### config.mk
export PLATFORM = sky130hd
export DESIGN_NAME = alu_unit
export DESIGN_NICKNAME = d
export VERILOG_FILES = /design/src/rtl/alu_pkg.sv /design/src/rtl/alu_addsub.sv /design/src/rtl/alu_unit.sv
export SDC_FILE = /design/constraint.sdc
export NUM_CORES = 1
export LEC_CHECK = 0
export ABC_AREA = 1
export CAP_MARGIN = 10
export CELL_PAD_IN_SITES_DETAIL_PLACEMENT = 1
export CELL_PAD_IN_SITES_GLOBAL_PLACEMENT = 2
export CORE_UTILIZATION = 23
export DETAILED_ROUTE_END_ITERATION = 10
export PLACE_DENSITY = 0.74
export SLEW_MARGIN = 20
export SYNTH_ARGS = -nofsm -noshare
export SYNTH_HDL_FRONTEND = slang
export SYNTH_HIERARCHICAL = 1
export SYNTH_SLANG_ARGS = --single-unit
### constraint.sdc
create_clock -name clk -period 2 [get_ports clk]
set_input_delay 0.3 -clock clk [delete_from_list [all_inputs] [get_ports clk]]
set_output_delay 0.3 -clock clk [all_outputs]
set_load 0.02 [all_outputs]
### src/rtl/alu_pkg.sv
`default_nettype none
// ============================================================================
// Module      : alu_pkg
// Description : Shared opcode encodings and opcode type for the registered
//               ALU (alu_unit) and its add/subtract helper.
// Revision    : 1.0 - initial release
// ============================================================================
package alu_pkg;

    // Opcode encodings presented on the 3-bit sel port.
    localparam logic [2:0] OP_ADD = 3'b000;
    localparam logic [2:0] OP_SUB = 3'b001;
    localparam logic [2:0] OP_AND = 3'b010;
    localparam logic [2:0] OP_OR  = 3'b011;
    localparam logic [2:0] OP_XOR = 3'b100;
    localparam logic [2:0] OP_NOT = 3'b101;
    localparam logic [2:0] OP_SHL = 3'b110;
    localparam logic [2:0] OP_SHR = 3'b111;

    // Typed view of the opcode, used for decoding in the top level.
    typedef enum logic [2:0] {
        ALU_ADD = OP_ADD,
        ALU_SUB = OP_SUB,
        ALU_AND = OP_AND,
        ALU_OR  = OP_OR,
        ALU_XOR = OP_XOR,
        ALU_NOT = OP_NOT,
        ALU_SHL = OP_SHL,
        ALU_SHR = OP_SHR
    } alu_op_t;

endpackage : alu_pkg
`default_nettype wire

### src/rtl/alu_addsub.sv
`default_nettype none
// ============================================================================
// Module      : alu_addsub
// Description : Combinational WIDTH+1-bit adder/subtractor shared by the ADD
//               and SUB opcodes of alu_unit.
// Revision    : 1.0 - initial release
//
// Ports:
//   a              in   WIDTH  operand A
//   b              in   WIDTH  operand B
//   sub            in   1      0 = a + b, 1 = a - b
//   sum            out  WIDTH  low WIDTH bits of the result (mod 2^WIDTH)
//   cout_or_borrow out  1      carry-out for add, borrow (a < b) for subtract
// ============================================================================
module alu_addsub
    import alu_pkg::*;
#(
    parameter int WIDTH = 4
) (
    input  logic [WIDTH-1:0] a,
    input  logic [WIDTH-1:0] b,
    input  logic             sub,
    output logic [WIDTH-1:0] sum,
    output logic             cout_or_borrow
);

    logic [WIDTH:0] w_a_ext;
    logic [WIDTH:0] w_b_ext;
    logic [WIDTH:0] w_result;

    assign w_a_ext = {1'b0, a};
    assign w_b_ext = {1'b0, b};

    // Zero-extending both operands makes bit WIDTH the carry for an add and,
    // because the difference wraps modulo 2^(WIDTH+1), exactly the borrow
    // (set iff a < b) for a subtract.
    assign w_result = sub ? (w_a_ext - w_b_ext) : (w_a_ext + w_b_ext);

    assign sum            = w_result[WIDTH-1:0];
    assign cout_or_borrow = w_result[WIDTH];

endmodule : alu_addsub
`default_nettype wire

### src/rtl/alu_unit.sv
`default_nettype none
// ============================================================================
// Module      : alu_unit
// Description : Registered WIDTH-bit ALU, eight opcodes, one-cycle latency,
//               one operation per cycle, with carry/borrow/shift-out flag.
// Revision    : 1.0 - initial release
//
// Ports:
//   clk        in   1      clock, all state updates on the rising edge
//   rst        in   1      synchronous active-high reset
//   in_valid   in   1      a, b and sel carry a request this cycle
//   a          in   WIDTH  operand A
//   b          in   WIDTH  operand B
//   sel        in   3      opcode (see alu_pkg)
//   y          out  WIDTH  registered result
//   c          out  1      registered carry / borrow / shift-out flag
//   out_valid  out  1      y and c hold the previous cycle's request result
// ============================================================================
module alu_unit
    import alu_pkg::*;
#(
    parameter int WIDTH = 4
) (
    input  logic             clk,
    input  logic             rst,
    input  logic             in_valid,
    input  logic [WIDTH-1:0] a,
    input  logic [WIDTH-1:0] b,
    input  logic [2:0]       sel,
    output logic [WIDTH-1:0] y,
    output logic             c,
    output logic             out_valid
);

    alu_op_t          w_op;
    logic [WIDTH-1:0] w_addsub_sum;
    logic             w_addsub_cout;
    logic [WIDTH-1:0] w_y_next;
    logic             w_c_next;

    logic [WIDTH-1:0] r_y;
    logic             r_c;
    logic             r_out_valid;

    assign w_op = alu_op_t'(sel);

    // One adder serves both ADD and SUB; only sel[0] distinguishes them.
    alu_addsub #(
        .WIDTH          (WIDTH)
    ) u_addsub (
        .a              (a),
        .b              (b),
        .sub            (w_op == ALU_SUB),
        .sum            (w_addsub_sum),
        .cout_or_borrow (w_addsub_cout)
    );

    // Opcode mux. The default branch catches non-2-state opcodes in
    // simulation and registers a clean zero result.
    always_comb begin
        w_y_next = '0;
        w_c_next = 1'b0;
        case (w_op)
            ALU_ADD: begin
                w_y_next = w_addsub_sum;
                w_c_next = w_addsub_cout;
            end
            ALU_SUB: begin
                w_y_next = w_addsub_sum;
                w_c_next = w_addsub_cout;
            end
            ALU_AND: w_y_next = a & b;
            ALU_OR:  w_y_next = a | b;
            ALU_XOR: w_y_next = a ^ b;
            ALU_NOT: w_y_next = ~a;
            ALU_SHL: begin
                w_y_next = {a[WIDTH-2:0], 1'b0};
                w_c_next = a[WIDTH-1];
            end
            ALU_SHR: begin
                w_y_next = {1'b0, a[WIDTH-1:1]};
                w_c_next = a[0];
            end
            default: begin
                w_y_next = '0;
                w_c_next = 1'b0;
            end
        endcase
    end

    // Output register: results load only on a request; idle cycles hold
    // the last result and drop out_valid.
    always_ff @(posedge clk) begin
        if (rst) begin
            r_y         <= '0;
            r_c         <= 1'b0;
            r_out_valid <= 1'b0;
        end else begin
            r_out_valid <= in_valid;
            if (in_valid) begin
                r_y <= w_y_next;
                r_c <= w_c_next;
            end
        end
    end

    assign y         = r_y;
    assign c         = r_c;
    assign out_valid = r_out_valid;

endmodule : alu_unit
`default_nettype wire

==> results.sh, run 1 <==
export IMPL_status="finished, final reports clean"
export IMPL_cts_sinks=6
export IMPL_critPathLaunchType="primary input"
export IMPL_final_net_count=229
export IMPL_vias=1077
export IMPL_yosysTopAreaCell="nand2_1"
export IMPL_dr_pass1_iters=3
export IMPL_ys_top_cells_by_area="nand2_1, ha_1, dfxtp_1, inv_1, nor2_1"
export IMPL_cellPowerDensity_nw_per_um2=438.6
export IMPL_max_cap_viol_count=0
export IMPL_vias_per_cell=4.360
export IMPL_syn_to_final_growth_pct=43.94
export IMPL_r2r_slack_ns=1.42
export IMPL_setup_viol=0
export IMPL_min_period_ns=1.842
export IMPL_synth_cell_area_um2=939.7
export IMPL_final_common_cell="nand2_1"
export IMPL_gp_congestion=0.8359
export IMPL_irDropWorstVdd_mv=0.1384
export IMPL_fin_cells=247
export IMPL_clkLatencyLatePin_ns=0.22
export IMPL_cp_cell_sequence="clkdlybuf4s50_1 > inv_1 > ha_1 > inv_2 > fa_2 > nand2_1 > a21oi_1 > nand2_1 > nand2_1 > nand2_1 > nand3_1 > nand2_1 > o21ai_0"
export IMPL_ys_types=20
export IMPL_grt_max_degree=11
export IMPL_postPlaceCellArea_um2=1285
export IMPL_cp_arrival_ns=1.94
export IMPL_tightest_slew_ns=0.2657
export IMPL_synth_top_area_share_pct=21.17
export IMPL_cpMostUsedCell="nand2_1"
export IMPL_fin_skew_ns=0
export IMPL_setup_ws_ns=0.1576
export IMPL_synth_nets=190
export IMPL_final_cell_mix="nand2_1, nor2_1, inv_1"
export IMPL_fillers=516
export IMPL_drc=0
export IMPL_ys_seq_elements=6
export IMPL_fp_row_count=22
export IMPL_met2_usage_pct=27.93
export IMPL_cts_hold_buf=0
export IMPL_crit_slowest_cell="clkdlybuf4s50_1"
export IMPL_setup_worst_path_start="a[0]"
export IMPL_wl_per_cell_um=12.31
export IMPL_grt_pass1_vias=1165
export IMPL_hold_class="reg -> reg"
export IMPL_met1_usage_pct=18.74
export IMPL_fin_crit_sh_pct=92.12
export IMPL_finish_instance_area_um2=1353
export IMPL_total_power_mw=0.5933
export IMPL_r2r_cells=2
export IMPL_reg2reg_to="y[1]"
export IMPL_start_util_pct=24.74
export IMPL_htree_levels=1
export IMPL_critPathMaxFanout=2
export IMPL_grt_overflow=0
export IMPL_cts_buffers=3
export IMPL_p_leak_nw=0.7161
export IMPL_die_w_um=65.92
export IMPL_drive_above_1_share_pct=23.12
export IMPL_grtUsageTotal_pct=15.35
export IMPL_crit_path_end="c"
export IMPL_busiest_layer="met2"
export IMPL_syn_avg_cell_area_um2=5.800
export IMPL_r2r_start="y[1]"
export IMPL_dpl_worst_slack_ns=-0.5252
export IMPL_antenna_left=0
export IMPL_diodes=0
export IMPL_tns_ns=0
export IMPL_path_class="in -> reg"
export IMPL_cp_data_required_time_ns=2.10
export IMPL_endpoint_kind="flop"
export IMPL_place_inst=242
export IMPL_grt_util_met3_pct=2.931
export IMPL_slew_viol_final=0
export IMPL_dieArea_um2=4345
export IMPL_cts_tree="done"
export IMPL_post_dp_hpwl_um=2506
export IMPL_drt_iter0_drc=18
export IMPL_io_pin_count=20
export IMPL_antenna_found_initial=0
export IMPL_clockBufferDepth=2
export IMPL_critPathMaxStageDelay_ns=0.43
export IMPL_die_y_um=65.92
export IMPL_finalHoldViolations=0
export IMPL_yosysWarnings=6
export IMPL_synth_cells=162
export IMPL_holdWs_ns=0.4621
export IMPL_max_freq_ghz=0.5428
export IMPL_root_buffer="clkbuf_8"
export IMPL_rsz0062_at_grt="false"
export IMPL_numPortBuffers=19
export IMPL_wirelength_um=3041
export IMPL_grt_pass1_wl_um=5078
export IMPL_cts_clk_slew_worst_paths_ns=0.03
export IMPL_synth_seq_area_share_pct=12.78
export IMPL_core_area_um2=3799
export IMPL_slew_headroom_pct=82.17
export IMPL_utilization_pct=35.61
flip-flops by register name, summed over array words and instances, names as in the netlist:
| register | flops |
|---|---|
| y | 4 |
| c | 1 |
| out_valid | 1 |
routing by layer:
layer	share of wire, %	vias to the layer above
met4	0	0
met1	47	490
met2	50	14
met5	0	-
li1	-	573
met3	2.4	0
cells by family after synthesis:
| kind of cell | count (synthesis) | share of synthesized area (%) |
|---|---|---|
| compound gates | 10 | 5.325 |
| buf+inv | 29 | 13.85 |
| xor+xnor | 2 | 1.865 |
| fa+ha+maj | 14 | 19.44 |
| simple gates | 101 | 46.74 |
| flops | 6 | 12.78 |
area by class of cell:
type                    instances  area [µm²]  share of cell area, %
repair buffers                 37       299.0                  22.11
clock buffers                   3       41.29                  3.053
flip-flops and latches          6       120.1                  8.881
inverters                      26       100.1                  7.401
well taps                      48       60.06                  4.440
multi-input cells             127       732.0                  54.12
synth_stat cells:
cell type  instances
a21oi_1            7
buf_4              1
buf_6              2
clkinv_1           1
dfxtp_1            6
fa_1               1
ha_1              13
inv_1             23
inv_2              1
inv_4              1
nand2_1           53
nand2_2            1
nand3_1           15
nand4_1            1
nor2_1            21
nor2_2             4
nor2_4             3
nor3_1             3
o21ai_0            3
xor2_1             2
worst max-delay path, delay by kind of cell:
kind | cells | cell delay [ns]
adder cells (fa/ha/maj) | 2 | 0.52
buffers and inverters | 3 | 0.57
AO/OA/AOI/OAI | 2 | 0.15
AND/OR/NAND/NOR | 6 | 0.41
power breakdown:
| group | switching (mW) | internal, mW | leakage [nW] | total [mW] |
|---|---|---|---|---|
| clock | 0.0492 | 0.129 | 0.0216 | 0.178 |
| sequential | 0.00360 | 0.129 | 0.0494 | 0.132 |
| combinational | 0.157 | 0.125 | 0.645 | 0.283 |
worst min-delay path by stage:
stage               startpoint  endpoint  slack (ns)  cells past startpoint
detailed placement        y[0]      y[0]        0.46                      2
finish                    y[0]      y[0]        0.46                      2
CTS                       y[0]      y[0]        0.47                      2
global route              y[3]      y[3]        0.49                      2
floorplan                  rst      y[0]        0.37                      1
global placement          y[3]      y[3]        0.46                      2
repair_timing:
item	in CTS	in global routing
hold endpoints to repair	0	0
pin swaps	4	6
setup endpoints to repair	4	3
buffers inserted	0	2
resized for setup	14	14
No activity file was read; power rests on OpenSTA's default activity.
==> run 2: changes to the inputs <==
- CORE_UTILIZATION: 23 -> 25
- PLACE_DENSITY: 0.74 -> 0.76
- SYNTH_HIERARCHICAL: 1 -> not set
- clock period: 2 -> 1.8 ns (I/O delays scaled with it)
==> results.sh, run 2 <==
export IMPL_slew_viol_final=0
export IMPL_root_buffer="clkbuf_4"
export IMPL_slew_headroom_pct=78.25
export IMPL_clkLatencyLatePin_ns=0.25
export IMPL_ys_seq_elements=6
export IMPL_yosysWarnings=0
export IMPL_vias_per_cell=4.502
export IMPL_clockBufferDepth=2
export IMPL_fillers=419
export IMPL_finish_instance_area_um2=1366
export IMPL_tightest_slew_ns=0.3252
export IMPL_grt_pass1_vias=1066
export IMPL_synth_top_area_share_pct=19.37
export IMPL_wirelength_um=3011
export IMPL_antenna_left=0
export IMPL_async_reset_ff_share_pct=0
export IMPL_critPathMaxStageDelay_ns=0.41
export IMPL_synth_ff_type="dfxtp_1"
export IMPL_cts_sinks=6
export IMPL_holdWs_ns=0.4664
export IMPL_antenna_found_initial=0
export IMPL_max_freq_ghz=0.5986
export IMPL_hold_class="reg -> reg"
export IMPL_vias=1004
export IMPL_path_buf_inv=1
export IMPL_synth_most_common_cell="nand2_1"
export IMPL_largest_reg_flops=4
export IMPL_reg2reg_to="y[2]"
export IMPL_final_net_count=209
export IMPL_setup_viol=0
export IMPL_synth_nets=161
export IMPL_drive_above_1_share_pct=32.40
export IMPL_cts_hold_buf=0
export IMPL_drt_iter0_drc=33
export IMPL_tns_ns=0
export IMPL_final_cell_mix="nand2_1, buf_4, inv_1"
export IMPL_cp_arrival_ns=1.81
export IMPL_grt_overflow=0
export IMPL_diodes=0
export IMPL_synth_edff_count=0
export IMPL_grt_pass1_wl_um=4905
export IMPL_cpMostUsedCell="nor2_1"
export IMPL_wl_per_cell_um=13.50
export IMPL_fin_cells=223
export IMPL_synth_common_cells="nand2_1, inv_1, nor2_1"
export IMPL_cellPowerDensity_nw_per_um2=446.3
export IMPL_fin_skew_ns=0
export IMPL_postPlaceCellArea_um2=1231
export IMPL_ys_types=24
export IMPL_finalHoldViolations=0
export IMPL_critPathLaunchType="primary input"
export IMPL_path_class="in -> reg"
export IMPL_ys_top_cells_by_area="ha_1, dfxtp_1, nand2_1, inv_1, nand3_1"
export IMPL_grt_max_degree=10
export IMPL_io_pin_count=20
export IMPL_cts_buffers=3
export IMPL_cp_cell_sequence="dlygate4sd2_1 > nand3_4 > nor2_1 > a21oi_1 > fa_2 > or2_4 > nand3_1 > nand2_1 > nor3_2 > nor2_1"
export IMPL_start_util_pct=26.84
export IMPL_die_y_um=59.95
export IMPL_post_dp_hpwl_um=2442
export IMPL_dieArea_um2=3594
export IMPL_cp_depth=10
export IMPL_max_cap_viol_count=0
export IMPL_core_area_um2=3128
export IMPL_min_from="c"
export IMPL_fin_crit_sh_pct=92.81
export IMPL_irDropWorstVdd_mv=0.1498
export IMPL_dr_pass1_iters=3
export IMPL_holdPathEnd="c"
export IMPL_syn_avg_cell_area_um2=6.312
export IMPL_whs_path_depth=2
export IMPL_fp_row_count=20
export IMPL_htree_levels=1
export IMPL_min_period_ns=1.671
export IMPL_critPathMaxFanout=5
export IMPL_synth_seq_area_share_pct=14.31
export IMPL_cts_tree="done"
export IMPL_die_w_um=59.95
export IMPL_synth_cell_area_um2=839.6
export IMPL_endpoint_kind="flop"
export IMPL_yosysTopAreaCell="ha_1"
export IMPL_synth_cells=133
export IMPL_r2r_start="y[2]"
export IMPL_crit_family="simple AND/OR/NAND/NOR gates"
export IMPL_gp_congestion=0.8225
export IMPL_r2r_slack_ns=1.14
export IMPL_drc=0
export IMPL_place_inst=216
export IMPL_p_leak_nw=0.6877
export IMPL_grtUsageTotal_pct=18.51
export IMPL_cp_data_required_time_ns=1.94
export IMPL_r2r_cells=2
export IMPL_crit_slowest_cell="fa_2"
export IMPL_numPortBuffers=19
export IMPL_final_common_cell="nand2_1"
export IMPL_status="finished, final reports clean"
export IMPL_syn_to_final_growth_pct=62.74
export IMPL_total_power_mw=0.6098
export IMPL_cts_clk_slew_worst_paths_ns=0.05
[run 2: cell count changes after synthesis, moves of 2 or more]
cell | before | now
nand3_2 | 0 | 2
nor2_2 | 4 | 2
nor2_1 | 21 | 16
nand2_1 | 53 | 28
o21ai_0 | 3 | 6
a22oi_1 | 0 | 2
nor3_1 | 3 | 1
nand3_1 | 15 | 12
[run 2: cells by family (layout without fill, tap and decap cells)]
family / Yosys count / count (layout) / share of synthesized area [%]
AND/OR/NAND/NOR: 66 / 66 / 36.21
buffers and inverters: 26 / 72 / 12.52
AO/OA/AOI/OAI: 19 / 19 / 13.12
adder cells (fa/ha/maj): 14 / 14 / 21.76
flip-flops: 6 / 6 / 14.31
XOR/XNOR: 2 / 2 / 2.087
[run 2: per-layer routing]
layer | vias to the layer above | track usage, % | wire, µm
met4 | 0 | 3.322 | 48
li1 | 518 | - | -
met2 | 16 | 32.06 | 1477
met1 | 464 | 24.16 | 1404
met5 | - | 0 | 0
met3 | 6 | 3.030 | 81
[run 2: worst max-delay path by stage]
stage / start / end / slack, ns
finish: sel[0] / y[2] / 0.13
global route: b[2] / c / -0.0003
CTS: a[0] / y[2] / 0.01
detailed placement: b[0] / y[2] / -0.62
global placement: b[0] / y[2] / -0.57
floorplan: sel[1] / y[2] / 0.02
[run 2: cell type report]
class,count,area (µm²),share of cell area [%]
Sequential cell,6,120.1,8.791
Inverter,25,93.84,6.868
Tap cell,44,55.05,4.029
Clock buffer,3,22.52,1.648
Multi-Input combinational cell,101,696.9,51.01
Timing Repair Buffer,44,377.9,27.66
[run 2: timing repair]
item	in CTS	in global routing
resized for setup	24	14
pin swaps	9	10
buffers inserted	1	3
endpoints found under the setup margin	4	3
cloned	0	0
[run 2: power by group]
| group | switching, mW | internal [mW] |
|---|---|---|
| Clock | 0.0546 | 0.0758 |
| Combinational | 0.174 | 0.158 |
| Sequential | 0.00442 | 0.143 |
| Total | 0.233 | 0.377 |
[run 2: tightest hold or removal path, stage by stage, from the launching register on]
cell and delay [ns]:
dfxtp_1 0.30, nand2_1 0.06, a21oi_1 0.06
[run 2: through the flow]
| stage | utilization [%] | setup slack, ns |
|---|---|---|
| after floorplan | - | 0.01847 |
| after detailed placement | 39.36 | -0.6215 |
| after global routing | 43.68 | -0.0003237 |
| final | 43.68 | 0.1294 |
| after global placement | 39.36 | -0.5710 |
| after CTS | 41.96 | 0.01426 |
